### src/rtl/rtc_pkg.sv
// rtc_pkg: shared types, widths and control-strobe decode for the RTC bus sequencer
package rtc_pkg;
  localparam int RTC_AW = 8;
  localparam int RTC_DW = 8;
  localparam int T_PH_DEF = 4;
  typedef enum logic [2:0] {
    ST_IDLE,
    ST_ADDR_SETUP,
    ST_ADDR_STROBE,
    ST_ADDR_HOLD,
    ST_DATA_SETUP,
    ST_DATA_STROBE,
    ST_DATA_HOLD,
    ST_DONE
  } state_t;
  typedef struct packed {
    logic cs_n;
    logic rd_n;
    logic wr_n;
    logic ad_n;
    logic ad_oe;
    logic mux_en;
    logic busy;
    logic done;
  } bus_ctl_t;
  // The address is always written to the RTC, so only the data phase depends on rw.
  function automatic bus_ctl_t decode(input state_t s, input logic rw);
    logic addr_ph;
    logic data_ph;
    addr_ph = s inside {ST_ADDR_SETUP, ST_ADDR_STROBE, ST_ADDR_HOLD};
    data_ph = s inside {ST_DATA_SETUP, ST_DATA_STROBE, ST_DATA_HOLD};
    decode.cs_n   = !(addr_ph || data_ph);
    decode.rd_n   = !(s == ST_DATA_STROBE && rw);
    decode.wr_n   = !(s == ST_ADDR_STROBE || (s == ST_DATA_STROBE && !rw));
    decode.ad_n   = !addr_ph;
    decode.ad_oe  = addr_ph || (data_ph && !rw);
    decode.mux_en = data_ph;
    decode.busy   = s != ST_IDLE;
    decode.done   = s == ST_DONE;
  endfunction
endpackage

### src/rtl/phase_timer.sv
// phase_timer: per-state down-counter; expired marks the last cycle of a T_PH-long phase
module phase_timer #(
  parameter int T_PH = 4
) (
  input  logic clk,
  input  logic reset,
  input  logic load,
  output logic expired
);
  localparam int W = $clog2(T_PH) + 1;
  logic [W-1:0] r_cnt;
  always_ff @(posedge clk) begin
    if (reset) r_cnt <= '0;
    else if (load) r_cnt <= W'(T_PH - 1);
    else if (r_cnt != '0) r_cnt <= r_cnt - 1'b1;
  end
  assign expired = r_cnt == '0;
endmodule

### src/rtl/rtc_bus_cycle.sv
// rtc_bus_cycle: runs one read or write on the RTC multiplexed address/data bus
// Outputs are decoded from the next state and registered, so they line up with the state.
module rtc_bus_cycle
  import rtc_pkg::*;
#(
  parameter int T_PH = T_PH_DEF
) (
  input  logic              clk,
  input  logic              reset,
  input  logic              start,
  input  logic              rw,
  input  logic [RTC_AW-1:0] addr,
  input  logic [RTC_DW-1:0] wdata,
  input  logic [RTC_DW-1:0] ad_in,
  output logic              busy,
  output logic              done,
  output logic [RTC_DW-1:0] rdata,
  output logic              cs_n,
  output logic              rd_n,
  output logic              wr_n,
  output logic              ad_n,
  output logic              ad_oe,
  output logic              mux_en,
  output logic [RTC_AW-1:0] addr_q,
  output logic [RTC_DW-1:0] wdata_q
);
  state_t   r_state;
  state_t   w_next;
  bus_ctl_t r_ctl;
  logic     r_rw;
  logic     w_exp;
  logic     w_acc;
  assign w_acc = r_state == ST_IDLE && start;
  phase_timer #(.T_PH(T_PH)) u_timer (
    .clk    (clk),
    .reset  (reset),
    .load   (w_next != r_state),
    .expired(w_exp)
  );
  always_comb begin
    w_next = r_state;
    if (r_state == ST_IDLE) w_next = start ? ST_ADDR_SETUP : ST_IDLE;
    else if (r_state == ST_DONE) w_next = ST_IDLE;
    else if (w_exp) w_next = state_t'(r_state + 3'd1);
  end
  always_ff @(posedge clk) begin
    if (reset) begin
      r_state <= ST_IDLE;
      r_ctl   <= decode(ST_IDLE, 1'b0);
      r_rw    <= 1'b0;
      addr_q  <= '0;
      wdata_q <= '0;
      rdata   <= '0;
    end else begin
      r_state <= w_next;
      r_ctl   <= decode(w_next, w_acc ? rw : r_rw);
      if (w_acc) begin
        r_rw    <= rw;
        addr_q  <= addr;
        wdata_q <= wdata;
      end
      if (r_state == ST_DATA_STROBE && w_exp && r_rw) rdata <= ad_in;
    end
  end
  assign {cs_n, rd_n, wr_n, ad_n, ad_oe, mux_en, busy, done} = r_ctl;
endmodule

### config.mk
export PLATFORM = sky130hd
export DESIGN_NAME = rtc_bus_cycle
export DESIGN_NICKNAME = d
export VERILOG_FILES = /design/src/rtl/rtc_pkg.sv /design/src/rtl/phase_timer.sv /design/src/rtl/rtc_bus_cycle.sv
export SDC_FILE = /design/constraint.sdc
export NUM_CORES = 1
export LEC_CHECK = 0
export BUFFER_PORTS_ARGS = -buffer_cell sky130_fd_sc_hd__buf_2
export CORE_MARGIN = 5
export CORE_UTILIZATION = 43
export CTS_BUF_LIST = sky130_fd_sc_hd__clkbuf_8 sky130_fd_sc_hd__clkbuf_16
export CTS_CLUSTER_DIAMETER = 150
export DETAILED_ROUTE_END_ITERATION = 6
export MAX_ROUTING_LAYER = met4
export PLACE_DENSITY = 0.85
export SYNTH_ARGS = -nofsm -noshare
export SYNTH_HDL_FRONTEND = slang
export SYNTH_HIERARCHICAL = 1
export SYNTH_SLANG_ARGS = --single-unit
### constraint.sdc
create_clock -name clk -period 1.96 [get_ports clk]
set_clock_uncertainty 0.05 [all_clocks]
set_input_delay 0.196 -clock clk [delete_from_list [all_inputs] [get_ports clk]]
set_output_delay 0.196 -clock clk [all_outputs]
set_load 0.02 [all_outputs]
==> metrics.txt <==
Worst Path Arrival=2.08 ns; Core ar.=3630 um^2; RSZ-0062 raised after global routing=yes; net count after synthesis=216; Max Freq=0.509 GHz; via count=1506; DR pass1 iterations=4; main flop type after synthesis=dfxtp_1; Setup violations, final=1; Syn Std Cell Area=1600 um^2; clk buf depth=2; Final nets=300; Initial Util=0.441; DRT Wirelength=3890 um; global-route wire length before repair=6290 um; Critical Path RT=2.07 ns; sequential area share after synthesis=0.487; most frequent cells after synthesis=48 x nand2_1, 39 x dfxtp_1, 24 x a21oi_1; Synth async-reset ratio=0; H-tree depth=2; post-synth top area cell=dfxtp_1; area grow syn2layout=44.6%; Max transition margin=0.596; number of max-cap violations=0; DRC=0; status=finished with violations; failing checks=negative setup slack; ant diodes=0; Port-buffer cells=59; vias in the first global route=1467; DRT iter0 DRCs=59; CTS sink cnt=39; Power Dens Cells=1260 nW/um^2; I/O pin cnt=60; Critical Path End Type=register; clock latency reported for the late side of the worst-skew pair=0.29 ns; Critical Path Fanout Max=5; Crit. Startpoint=u_timer/r_cnt[0]; Synth warnings=6; CTS tree=built; post-route minimum period=1.97 ns; Post-Syn Area per Cell=8.81 um^2; cells after synthesis=182; Worst VDD drop=0.718 mV; Num CTS Buffers=5; CP Class=register to register; largest cells by area after synthesis=dfxtp_1 49%, nand2_1 11%, a21oi_1 7.5%; DR vias/cell=4.78; crit path launch type=register; Worst Hold Class=primary input to register; GRT overflow=0; chip width=71.1 um; initial antenna violation count=0; worst r2r src=u_timer/r_cnt[0]; Worst Hold Launch=wdata[4]; P_leak=1.05 nW; layout cell share with drive strength beyond 1=0.457; setup slack after layout=-0.00523 ns; Die Y-Extent=71.1 um; worst slew pin tran=0.606 ns; count leader, synth=nand2_1; largest net degree at the start of global routing=34; r2r setup slk=-0.005 ns; Placer Congestion=0.895; die area=5050 um^2; Yosys top cell area share=0.487; Synth Register Bits=39; count of cell types in the netlist=40; root buf cell=clkbuf_8; num rows=22; Setup WS pre-CTS=-0.0704 ns; Routed Antenna Nets=0; Final Util=0.638; fin crit share=1.00; Routed WL per cell=12.3 um; clk slew on worst S/H paths=0.07 ns; hold violation total from the final report=0; total track usage=0.166; Final Slew Violations=0; post-DP HPWL=2920 um; Filler cells=311; Hold-fix buffers, CTS=0; Post-synth EDFFs=0
==> critical path: stages, from the launching register on <==
cell	delay, ns
dfxtp_2	0.34
inv_2	0.05
ha_4	0.16
nand2b_4	0.08
inv_6	0.05
xnor2_4	0.13
o31a_1	0.31
buf_4	0.16
or4_1	0.50
==> worst paths after layout <==
kind | cells past startpoint | endpoint
worst max-delay path | 8 | rd_n
worst min-delay path | 3 | wdata_q[4]
worst max register to register | 8 | rd_n
worst min register to register | 2 | rdata[0]
==> sequential cells by signal (all words and copies together) (netlist names), 3 cells and up <==
register	count
rdata	8
r_state	3
wdata_q	8
u_timer/r_cnt	3
addr_q	8
==> layout by cell type, fill, tap and decap left out, types with 2 or more instances in the layout <==
| master | n |
|---|---|
| buf_4 | 24 |
| nand2_1 | 48 |
| nor4b_2 | 2 |
| buf_2 | 59 |
| inv_1 | 6 |
| mux2i_1 | 2 |
| ha_1 | 2 |
| nor2_1 | 6 |
| inv_2 | 4 |
| clkbuf_8 | 5 |
| xnor2_1 | 3 |
| dfxtp_2 | 3 |
| ha_4 | 3 |
| nor3_1 | 2 |
| dfxtp_1 | 35 |
| buf_6 | 3 |
| a21oi_1 | 24 |
==> cells by family after synthesis <==
logic type,share of synthesized area
buf+inv,0.0538
mux,0.0187
simple gates,0.218
flops,0.487
compound gates,0.150
fa+ha+maj,0.0468
xor+xnor,0.0265
==> metrics by stage <==
step	hold WS, ns	setup TNS [ns]	power, mW	instances	area [um^2]
after floorplan	0.211	-0.235	1.82	182	1670
after global placement	0.387	-0.0584	2.28	306	2170
after detailed placement	0.392	-0.196	2.33	306	2170
after CTS	0.0739	-0.0242	2.92	315	2300
after global routing	0.0725	-0.303	3.11	315	2320
final	0.0854	-0.00523	2.92	315	2320
==> area by class of cell <==
type / instances / area (um^2) / share of cell area
Multi-Input combinational cell: 124 / 835 / 0.360
Sequential cell: 39 / 788 / 0.340
Timing Repair Buffer: 86 / 509 / 0.220
Clock buffer: 5 / 68.8 / 0.0297
Tap cell: 48 / 60.1 / 0.0259
Inverter: 10 / 42.5 / 0.0183
Clock inverter: 3 / 16.3 / 0.00701
==> report_power, final <==
group          leakage (nW)  switching, mW  internal [mW]
registers             0.321         0.0615          0.924
logic                 0.687          0.721          0.706
clock network        0.0453          0.267          0.243
==> metal layers <==
metal | GRT usage | share of wire | up-vias
met3 | 0.0554 | 0.067 | 5
li1 | - | - | 773
met4 | 0.0752 | 0.021 | 0
met2 | 0.266 | 0.48 | 42
met5 | - | 0 | -
met1 | 0.186 | 0.43 | 686
==> repair_timing <==
item / in CTS / in global routing
setup buffers: 1 / 0
gates resized for setup: 8 / 5
endpoints found under the hold margin: 0 / 0
pin swaps: 8 / 1
endpoints found under the setup margin: 4 / 6
(Power assumes the default switching activity.)
